### src/rtl/noc_packet_encoder.sv
// rtl/noc_packet_encoder.sv - NoC packet builder: header flit plus len payload flits on a 32-bit stream
module noc_packet_encoder #(
  parameter int XY_SZ     = 4,
  parameter int OFFSET_SZ = 12,
  parameter int CNT_SZ    = 16
) (
  input  logic                   clk_line,
  input  logic                   clk_line_rst_low,
  input  logic [XY_SZ*2-1:0]     HsrcId,
  input  logic                   cmd_valid,
  output logic                   cmd_ready,
  input  logic [XY_SZ*2-1:0]     cmd_dst,
  input  logic [3:0]             cmd_type,
  input  logic [OFFSET_SZ-1:0]   cmd_len,
  input  logic                   pay_TVALID,
  input  logic [31:0]            pay_TDATA,
  input  logic                   pay_TLAST,
  output logic                   pay_TREADY,
  output logic                   stream_out_TVALID,
  output logic [31:0]            stream_out_TDATA,
  output logic [3:0]             stream_out_TKEEP,
  output logic                   stream_out_TLAST,
  input  logic                   stream_out_TREADY,
  output logic [CNT_SZ-1:0]      pkt_count,
  output logic                   err_len,
  input  logic                   err_clr
);

  typedef enum logic {ST_IDLE, ST_PAYLOAD} state_t;

  state_t                r_state;
  logic [OFFSET_SZ-1:0]  r_rem;
  logic                  r_tvalid;
  logic [31:0]           r_tdata;
  logic                  r_tlast;
  logic [CNT_SZ-1:0]     r_pkt_count;
  logic                  r_err_len;

  logic                  w_load_ok;
  logic                  w_cmd_hs;
  logic                  w_pay_hs;
  logic                  w_out_hs;
  logic                  w_last_word;
  logic [31:0]           w_header;

  // The flit register may take new data when empty or when its flit leaves this cycle
  assign w_load_ok   = !r_tvalid || stream_out_TREADY;
  assign w_out_hs    = r_tvalid && stream_out_TREADY;
  assign w_last_word = (r_rem == OFFSET_SZ'(1));
  assign w_header    = {cmd_dst, HsrcId, cmd_type, cmd_len};

  // Ready terms are gated by reset so nothing is accepted while the block is held in reset
  assign cmd_ready  = clk_line_rst_low && (r_state == ST_IDLE) && w_load_ok;
  assign pay_TREADY = clk_line_rst_low && (r_state == ST_PAYLOAD) && w_load_ok;
  assign w_cmd_hs   = cmd_valid && cmd_ready;
  assign w_pay_hs   = pay_TVALID && pay_TREADY;

  assign stream_out_TVALID = r_tvalid;
  assign stream_out_TDATA  = r_tdata;
  assign stream_out_TLAST  = r_tlast;
  assign stream_out_TKEEP  = {4{r_tvalid}};
  assign pkt_count         = r_pkt_count;
  assign err_len           = r_err_len;

  // Packet FSM and output flit register: header on command, then exactly cmd_len payload words
  always_ff @(posedge clk_line or negedge clk_line_rst_low) begin
    if (!clk_line_rst_low) begin
      r_state  <= ST_IDLE;
      r_rem    <= '0;
      r_tvalid <= 1'b0;
      r_tdata  <= '0;
      r_tlast  <= 1'b0;
    end else begin
      if (w_out_hs) begin
        r_tvalid <= 1'b0;
      end
      case (r_state)
        ST_IDLE: begin
          if (w_cmd_hs) begin
            r_tdata  <= w_header;
            r_tlast  <= (cmd_len == '0);
            r_tvalid <= 1'b1;
            r_rem    <= cmd_len;
            if (cmd_len != '0) begin
              r_state <= ST_PAYLOAD;
            end
          end
        end
        ST_PAYLOAD: begin
          if (w_pay_hs) begin
            r_tdata  <= pay_TDATA;
            r_tlast  <= w_last_word;
            r_tvalid <= 1'b1;
            r_rem    <= r_rem - OFFSET_SZ'(1);
            if (w_last_word) begin
              r_state <= ST_IDLE;
            end
          end
        end
        default: r_state <= ST_IDLE;
      endcase
    end
  end

  // Status: count completed packets, sticky flag when producer TLAST disagrees with cmd_len
  always_ff @(posedge clk_line or negedge clk_line_rst_low) begin
    if (!clk_line_rst_low) begin
      r_pkt_count <= '0;
      r_err_len   <= 1'b0;
    end else begin
      if (w_out_hs && r_tlast) begin
        r_pkt_count <= r_pkt_count + CNT_SZ'(1);
      end
      if (w_pay_hs && (pay_TLAST != w_last_word)) begin
        r_err_len <= 1'b1;
      end else if (err_clr) begin
        r_err_len <= 1'b0;
      end
    end
  end

endmodule

### config.mk
export PLATFORM = sky130hd
export DESIGN_NAME = noc_packet_encoder
export DESIGN_NICKNAME = d
export VERILOG_FILES = /design/src/rtl/noc_packet_encoder.sv
export SDC_FILE = /design/constraint.sdc
export NUM_CORES = 1
export LEC_CHECK = 0
export ABC_AREA = 1
export CORE_ASPECT_RATIO = 1.2
export CORE_MARGIN = 3
export CORE_UTILIZATION = 40
export DETAILED_ROUTE_END_ITERATION = 8
export GPL_TIMING_DRIVEN = 0
export HOLD_SLACK_MARGIN = 0.03
export PLACE_DENSITY_LB_ADDON = 0.15
export SLEW_MARGIN = 0
export SYNTH_ARGS = -nofsm -noshare
export SYNTH_HDL_FRONTEND = slang
export SYNTH_SLANG_ARGS = --single-unit
### constraint.sdc
create_clock -name clk_line -period 1.5 [get_ports clk_line]
set_clock_uncertainty 0.2 [all_clocks]
set_input_delay 0.3 -clock clk_line [delete_from_list [all_inputs] [get_ports clk_line]]
set_output_delay 0.3 -clock clk_line [all_outputs]
set_load 0.1 [all_outputs]
Word-level counts from Yosys, hierarchy flattened. Index checks and enable logic that the tools add are counted.

Add/subtract/negate cells: 2. Muxes and demuxes: 20. Equality and inequality tests: 4. Bitwise logic cells: 1. Reduce and logical (&&, ||, !) cells: 15.

Operators with widths (number): 2-to-1 mux 32 bit (2); one-hot mux 32 bit (2 select lines) (1); 2-to-1 mux 12 bit (2); one-hot mux 12 bit (2 select lines) (1); adder 16 x 1 -> 16 bit, second input constant (1); equality test 12 x 1 -> 1 bit, second input constant (1); zero test 12 bit (1); nonzero test 12 bit (1); subtractor 12 x 1 -> 12 bit, second input constant (1); 2-to-1 mux 1 bit (11); logical AND 1 bit (9); one-hot mux 1 bit (2 select lines) (3); inequality test 2 x 1 -> 1 bit, second input constant (1); inequality test 2 bit, second input constant (1); AND reduction 2 bit (1); nonzero test 2 bit (1); zero test 1 bit (1); logical OR 1 bit (1); inequality test 1 bit (1); inverter 1 bit (1).

Output and inout port bits: 57. Register bits after elaboration: 64.

Logic depth before layout (Yosys ltp). Gate-level depths: netlist of the first run.

Depth after elaboration: 6. Mapped depth: 9. Mapped depth without buffers: 9.

Worst setup path before layout of the first run. No wires, ideal clock.

Path type: register -> output. Start: register r_tvalid, in the netlist stream_out_TVALID. End: output cmd_ready. Data required time: 1.000 ns. Cell stages (with the launch flop): 4. Arrival time: 3.158 ns. Slack: -2.158 ns. Cell sequence: dfrtp_1 nand2_1 inv_1 nor3_1.

Longest elaborated chain between the ends: 3.

RTL lines: from (decl) (RTL line 33) `logic r_tvalid;`; from (signal assigned) (RTL line 70) `r_tvalid <= 1'b0;`; from (signal assigned) (RTL line 75) `r_tvalid <= 1'b0;`; from (signal assigned) (RTL line 82) `r_tvalid <= 1'b1;`; zero test 1 bit (RTL line 47) `assign w_load_ok = !r_tvalid || stream_out_TREADY;`; logical OR 1 bit (RTL line 47); logical AND 1 bit (RTL line 53) `assign cmd_ready = clk_line_rst_low && (r_state == ST_IDLE) && w_load_ok;`; to (decl) (RTL line 11) `output logic cmd_ready,`.

Every way passes these cells.

Final worst setup path of the first run.
Start: register r_state. End: output cmd_ready.

Longest elaborated chain between the ends: 3.

RTL lines: from (decl) (RTL line 31) `state_t r_state;`; from (signal assigned) (RTL line 68) `r_state <= ST_IDLE;`; from (signal assigned) (RTL line 85) `r_state <= ST_PAYLOAD;`; from (signal assigned) (RTL line 96) `r_state <= ST_IDLE;`; inverter 1 bit; logical AND 1 bit (2 in series) (RTL line 53).

Every way passes these cells.

==> flow_summary_export.csv, run 1 <==
group,metric,value,unit
clock_network,insertion_delay,340,ps
sta,fin_crit_sh,1.29,
sta,finalCriticalPeriod,1930,ps
outcome,status,"finished with violations",
sta,slew_headroom,0.681,
sta,holdWs,-348,ps
synth,synthXorXnorAreaFrac,0.0313,
synth,synth-seq-area-share,0.477,
synth,synthesis.nets,522,
worst_setup_path,critPathKind,"reg -> out",
placement,placedInstanceArea,0.00497,mm^2
synth,synth_top_family_by_area,"simple AND/OR/NAND/NOR gates",
power_and_ir_drop,cellLeakagePower,2.92,nW
worst_setup_path,crit_arrival,1430,ps
global_routing,grt_usage,0.246,
power_and_ir_drop,switchingPower,2.94,mW
route,wl,12400,um
synth,yosys-mux-area-fraction,0,
sta,worst_slew_pin_slew,478,ps
cells_and_area,area_delta_synth_final,94.7,%
worst_setup_path,slowest_delay,450,ps
synth,syn_inst,448,
route,drtIter0Drc,162,
global_routing,overflow,0,
synth,synth-adder-area-share,0.0112,
placement,place.gp.congestion,0.839,
worst_setup_path,cp_cell_sequence,"buf_6 -> buf_8 -> nor3_4 -> buf_12",
synth,synth_compound_area_frac,0.0965,
route,routed-via-count,3860,
min_path,hp-class,"in -> async",
power_and_ir_drop,switching_share,0.433,
synth,synth.ff_latch_count,64,
placement,dp_hpwl,7150,um
cells_and_area,num_antenna_cells,0,
synth,avgSynthCellArea,7.49,um^2
worst_setup_path,cp-end-kind,"output port",
route,vias_per_cell,5.15,
power_and_ir_drop,p_comb_frac,0.447,
floorplan,die_h,106,um
clock_network,numCtsBuffers,9,
placement,portBuffers,127,
route,drtPass1Iterations,7,
floorplan,std_cell_rows,35,
floorplan,ioPinCount,128,
floorplan,initial_core_util,0.424,
cells_and_area,finalCoreUtilization,0.825,
sta,grt_setup_unrepaired,"yes",
sta,setup-violations-final,85,
sta,hold_viol_final,64,
worst_setup_path,critPathMaxFanout,4,
route,wl_per_cell,16.5,um
worst_setup_path,path_delay_family,"flip-flops",
floorplan,dieArea,0.00953,mm^2
floorplan,die_x,89.6,um
flow_run,maxCapViolCount,0,
worst_setup_path,critPathLaunchType,"register",
cells_and_area,finish.instance_area,0.00654,mm^2
cells_and_area,fin_nets,708,
power_and_ir_drop,pwr-share-clk,0.216,
power_and_ir_drop,p_int,3.85,mW
synth,netlist_area,0.00336,mm^2
power_and_ir_drop,sequentialPowerShare,0.338,
clock_network,cts.sinks,64,
worst_setup_path,cp.required,1000,ps
power_and_ir_drop,max-vdd-ir-drop,0.000758,V
synth,synthSimpleGateAreaFrac,0.297,
clock_network,cts_tree,"built",
outcome,violations,"negative hold slack, negative setup slack",
global_routing,grt_max_degree,68,
placement,post-place-ws,-1700,ps
worst_setup_path,cp_slowest_cell,"dfrtp_2",
power_and_ir_drop,p_per_area,1040,mW/mm^2
clock_network,path_clk_slew,80,ps
synth,ys_types,28,
route,drtAntennaViolNets,0,
worst_setup_path,worst-path-buf-inv,3,
sta,final_max_slew_viol_count,0,
sta,layout_setup_ws,-433,ps
synth,yosysWarnings,0,
global_routing,grt_pass1_wl,18100,um
clock_network,cts_buffer_depth,2,
clock_network,h-tree-depth,3,
sta,fmax,0.517,GHz
floorplan,coreArea,0.00793,mm^2
global_routing,antenna_found_initial,0,
clock_network,cts_root_buf,"clkbuf_8",
global_routing,grt_pass1_vias,3816,
route,drc,0,
cells_and_area,drive_gt1_frac,0.410,
final cells by class:
cell class	instances	area (um^2)
Clock buffer	10	128
Buffer	18	198
Sequential cell	64	1680
Tap cell	111	139
Inverter	45	196
Clock inverter	6	60.1
Fill cell	463	1390
Multi-Input combinational cell	319	1890
Timing Repair Buffer	177	2250
path summary, 6_finish.rpt:
kind | from | end | slack (ps) | cells after the start
worst max register to register | stream_out_TVALID$_DFF_PN0_ | r_rem[2]$_DFFE_PN0P_ | -420 | 9
min in group clk_line | stream_out_TDATA[8]$_DFFE_PN0P_ | stream_out_TDATA[8]$_DFFE_PN0P_ | 320 | 2
worst min-delay path | clk_line_rst_low | stream_out_TDATA[5]$_DFFE_PN0P_ | -350 | 1
worst max-delay path | r_state$_DFF_PN0_ | cmd_ready | -430 | 4
max in group asynchronous | clk_line_rst_low | stream_out_TVALID$_DFF_PN0_ | 1130 | 1
worst min register to register | stream_out_TDATA[8]$_DFFE_PN0P_ | stream_out_TDATA[8]$_DFFE_PN0P_ | 320 | 2
Yosys cell counts (all sizes together):
cell type | n | area share
nand2 | 135 | 0.15
nor2 | 77 | 0.086
dfrtp | 64 | 0.48
inv | 44 | 0.049
a31oi | 25 | 0.047
a21oi | 16 | 0.024
o21ai | 16 | 0.024
buf | 15 | 0.031
nand3 | 14 | 0.022
nand4 | 8 | 0.015
nor3 | 8 | 0.015
xnor2 | 7 | 0.018
clkbuf | 5 | 0.0056
xor2 | 5 | 0.013
ha | 3 | 0.011
and2 | 2 | 0.0037
and3 | 1 | 0.0019
clkinv | 1 | 0.0011
nand3b | 1 | 0.0022
o21bai | 1 | 0.0022
per-stage QoR:
step                std cells  power (mW)  TNS, ps
floorplan                 448        3.96   -12830
global placement          686        4.65  -345490
detailed placement        686        4.70   -72610
CTS                       745        6.43   -18310
global route              750        7.07   -25510
finish                    750        6.79   -21470
what timing repair did:
item	4_1_cts	5_1_grt
setup endpoints to repair	113	107
buffers inserted	39	18
gates resized for setup	512	126
endpoints found under the hold margin	64	64
pin swaps	17	23
cloned	5	2
layout by cell type (no fill, tap or decap), types with 5 or more instances in the layout:
cell / netlist / layout
a31oi_1: 25 / 25
clkdlybuf4s50_1: 0 / 68
inv_1: 42 / 36
dfrtp_4: 0 / 17
dfrtp_2: 0 / 8
nor2_1: 77 / 41
a21oi_2: 0 / 10
buf_12: 0 / 40
buf_6: 2 / 34
nor2_2: 0 / 20
o21ai_0: 14 / 5
o21ai_2: 0 / 7
nand3_1: 13 / 11
dfrtp_1: 64 / 39
a21oi_1: 16 / 6
buf_8: 0 / 18
nor2_4: 0 / 16
nand4_1: 8 / 8
nand2_4: 0 / 6
nor3_4: 0 / 5
nand2_2: 0 / 17
buf_4: 7 / 25
xnor2_1: 7 / 5
clkbuf_8: 0 / 10
nand2_1: 135 / 112
cells by family (layout without fill, tap and decap cells):
kind of cell               count (synthesis)  after routing
AOI/OAI and AO/OA                         58             58
xor gates and xnor gates                  12             12
adders and majority gates                  3              3
and+or+nand+nor                          246            246
DFF                                       64             64
buffers and inverters                     65            256
layer usage:
layer / routed length [um] / part of all wire / global-route usage
met5: 0 / 0 / 0
met4: 329 / 0.027 / 0.0979
met3: 808 / 0.065 / 0.0659
met2: 6700 / 0.54 / 0.424
met1: 4540 / 0.37 / 0.281
flip-flops by register name (all words and copies together) (netlist names):
| signal | cells |
|---|---|
| err_len | 1 |
| stream_out_TVALID | 1 |
| pkt_count | 16 |
| stream_out_TDATA | 32 |
| r_state | 1 |
| r_rem | 12 |
| stream_out_TLAST | 1 |
power groups by stage:
stage,registers [mW],logic (mW),clock network [mW]
after floorplan,3.26,0.698,0
after global placement,2.20,2.45,0
after detailed placement,2.21,2.49,0
after CTS,2.22,2.74,1.48
after global routing,2.32,3.17,1.58
final,2.29,3.03,1.47
No activity file was read; power rests on OpenSTA's default activity.
==> inputs of run 2 (changes only) <==
PLACE_DENSITY = 0.79   (was unset)
PLACE_DENSITY_LB_ADDON = unset   (was 0.15)
==> flow_summary_export.csv, run 2 (synthesis results as in run 1) <==
group,metric,value,unit
outcome,status,"finished with violations",
outcome,violations,"negative hold slack, negative setup slack",
route,drtAntennaViolNets,0,
clock_network,insertion_delay,340,ps
worst_setup_path,worst-r2r-cell-count,8,
cells_and_area,final_cell_mix,"nand2_1 (110), clkdlybuf4s50_1 (68), buf_12 (48), inv_1 (35), buf_4 (35)",
clock_network,numCtsBuffers,9,
cells_and_area,instances_no_fill,758,
sta,finalCriticalPeriod,2030,ps
floorplan,initial_core_util,0.424,
sta,fmax,0.492,GHz
worst_setup_path,endpoint,"stream_out_TDATA[28]$_DFFE_PN0P_",
cells_and_area,drive_gt1_frac,0.464,
sta,slew_headroom,0.693,
power_and_ir_drop,power,7.48,mW
worst_setup_path,worstSetupStartpoint,"stream_out_TVALID$_DFF_PN0_",
min_path,hp-class,"in -> async",
global_routing,overflow,0,
global_routing,grt_usage,0.268,
global_routing,grt_pass1_vias,3992,
worst_setup_path,path_delay_family,"flip-flops",
power_and_ir_drop,p_comb_frac,0.450,
placement,portBuffers,127,
sta,holdWs,-358,ps
route,drc,0,
cells_and_area,fin_nets,716,
sta,fin_crit_sh,1.36,
clock_network,cts_buffer_depth,2,
sta,setup-violations-final,86,
route,vias_per_cell,5.59,
cells_and_area,area_delta_synth_final,105,%
power_and_ir_drop,switchingPower,3.20,mW
floorplan,die_h,106,um
power_and_ir_drop,p_int,4.29,mW
cells_and_area,finish.instance_area,0.00689,mm^2
worst_setup_path,cp-end-kind,"register",
route,drtIter0Drc,313,
worst_setup_path,worstReg2RegStart,"stream_out_TVALID$_DFF_PN0_",
worst_setup_path,cp.required,1520,ps
worst_setup_path,reg2reg_slack,-530,ps
cells_and_area,multi_input_area,0.00212,mm^2
worst_setup_path,cp_slowest_cell,"dfrtp_4",
cells_and_area,seqCellArea,0.00169,mm^2
floorplan,std_cell_rows,35,
sta,hold_viol_final,64,
flow_run,maxCapViolCount,0,
route,wl,15500,um
worst_setup_path,cp_cell_sequence,"nand2_4 -> buf_6 -> nand4_1 -> nand2_4 -> buf_12 -> buf_12 -> nor2_4 -> a31oi_1",
power_and_ir_drop,max-vdd-ir-drop,0.000802,V
floorplan,ioPinCount,128,
cells_and_area,largest_register_ffs,32,
cells_and_area,num_antenna_cells,0,
placement,dp_hpwl,7230,um
sta,finalSetupTns,-24030,ps
worst_setup_path,reg2reg_to,"stream_out_TDATA[28]$_DFFE_PN0P_",
worst_setup_path,critPathLaunchType,"register",
power_and_ir_drop,p_per_area,1090,mW/mm^2
worst_setup_path,crit_arrival,2060,ps
placement,place.gp.congestion,0.871,
route,wl_per_cell,20.5,um
worst_setup_path,critPathMaxFanout,8,
power_and_ir_drop,cellLeakagePower,3.03,nW
clock_network,cts_root_buf,"clkbuf_8",
route,drtPass1Iterations,7,
placement,placedInstanceArea,0.00497,mm^2
sta,layout_setup_ws,-534,ps
power_and_ir_drop,switching_share,0.427,
worst_setup_path,worst-path-buf-inv,3,
cells_and_area,final_common_cell,"nand2_1",
sta,grt_setup_unrepaired,"yes",
floorplan,dieArea,0.00953,mm^2
sta,final_max_slew_viol_count,0,
floorplan,coreArea,0.00793,mm^2
global_routing,grt_pass1_wl,19400,um
worst_setup_path,slowest_delay,530,ps
route,routed-via-count,4240,
power_and_ir_drop,pwr-share-clk,0.233,
worst_setup_path,critical_path_depth,8,
placement,placed_cells,686,
global_routing,grt_max_degree,68,
global_routing,antenna_found_initial,0,
power_and_ir_drop,sequentialPowerShare,0.317,
clock_network,h-tree-depth,3,
sta,worst_slew_pin_slew,460,ps
worst_setup_path,critPathKind,"reg -> reg",
cells_and_area,n_fill_cell,369,
clock_network,path_clk_slew,80,ps
clock_network,cts.sinks,64,
clock_network,cts_tree,"built",
floorplan,die_x,89.6,um
==> run 2: timing repair <==
item                                    4_1_cts  5_1_grt
resized for setup                           527      164
setup buffers                                37       20
hold endpoints to repair                     64       64
endpoints found under the setup margin      113       94
pin swaps                                    15       23
cloned                                        8        0
==> run 2: how the worst min path moves through the flow <==
stage | depth (start not counted) | startpoint | endpoint
2_1_floorplan | 0 | clk_line_rst_low | err_len$_DFFE_PN0P_
3_3_place_gp | 2 | err_len$_DFFE_PN0P_ | err_len$_DFFE_PN0P_
3_5_place_dp | 1 | clk_line_rst_low | stream_out_TDATA[7]$_DFFE_PN0P_
4_1_cts | 1 | clk_line_rst_low | pkt_count[13]$_DFFE_PN0P_
5_1_grt | 1 | clk_line_rst_low | stream_out_TLAST$_DFFE_PN0P_
6_report | 1 | clk_line_rst_low | stream_out_TLAST$_DFFE_PN0P_
==> run 2: layer usage <==
layer | global-route usage | vias up | part of all wire
met5 | 0 | - | 0
met4 | 0.118 | 0 | 0.056
met3 | 0.0682 | 81 | 0.079
met2 | 0.480 | 302 | 0.53
met1 | 0.286 | 2043 | 0.34
li1 | - | 1814 | -
==> run 2: final cells by class <==
class                   instances  area share
flip-flops and latches         64       0.245
inverters                      45      0.0280
clock buffers                  13      0.0231
repair buffers                187       0.339
plain buffers                  15      0.0254
clock inverters                 3     0.00944
repair inverters                1     0.00236
multi-input cells             319       0.308
well taps                     111      0.0202
==> run 2: worst reg2reg max path: cells and delay by family, from the launching register on <==
family	cells	cell delay [ps]
AO/OA/AOI/OAI	1	230
buffers and inverters	3	440
flip-flops	1	530
AND/OR/NAND/NOR	4	530
==> run 2: power by group through the flow <==
| stage | logic, mW | registers (mW) | clock network (mW) |
|---|---|---|---|
| 2_1_floorplan | 0.698 | 3.26 | 0 |
| 3_3_place_gp | 2.44 | 2.21 | 0 |
| 3_5_place_dp | 2.47 | 2.22 | 0 |
| 4_1_cts | 2.78 | 2.23 | 1.72 |
| 5_1_grt | 3.50 | 2.39 | 1.81 |
| 6_report | 3.37 | 2.37 | 1.75 |
==> run 2: stage by stage <==
stage,setup WS (ps),util
finish,-534,0.869
global route,-543,0.869
CTS,-440,0.784
detailed placement,-1640,0.627
global placement,-3940,0.627
floorplan,-589,-
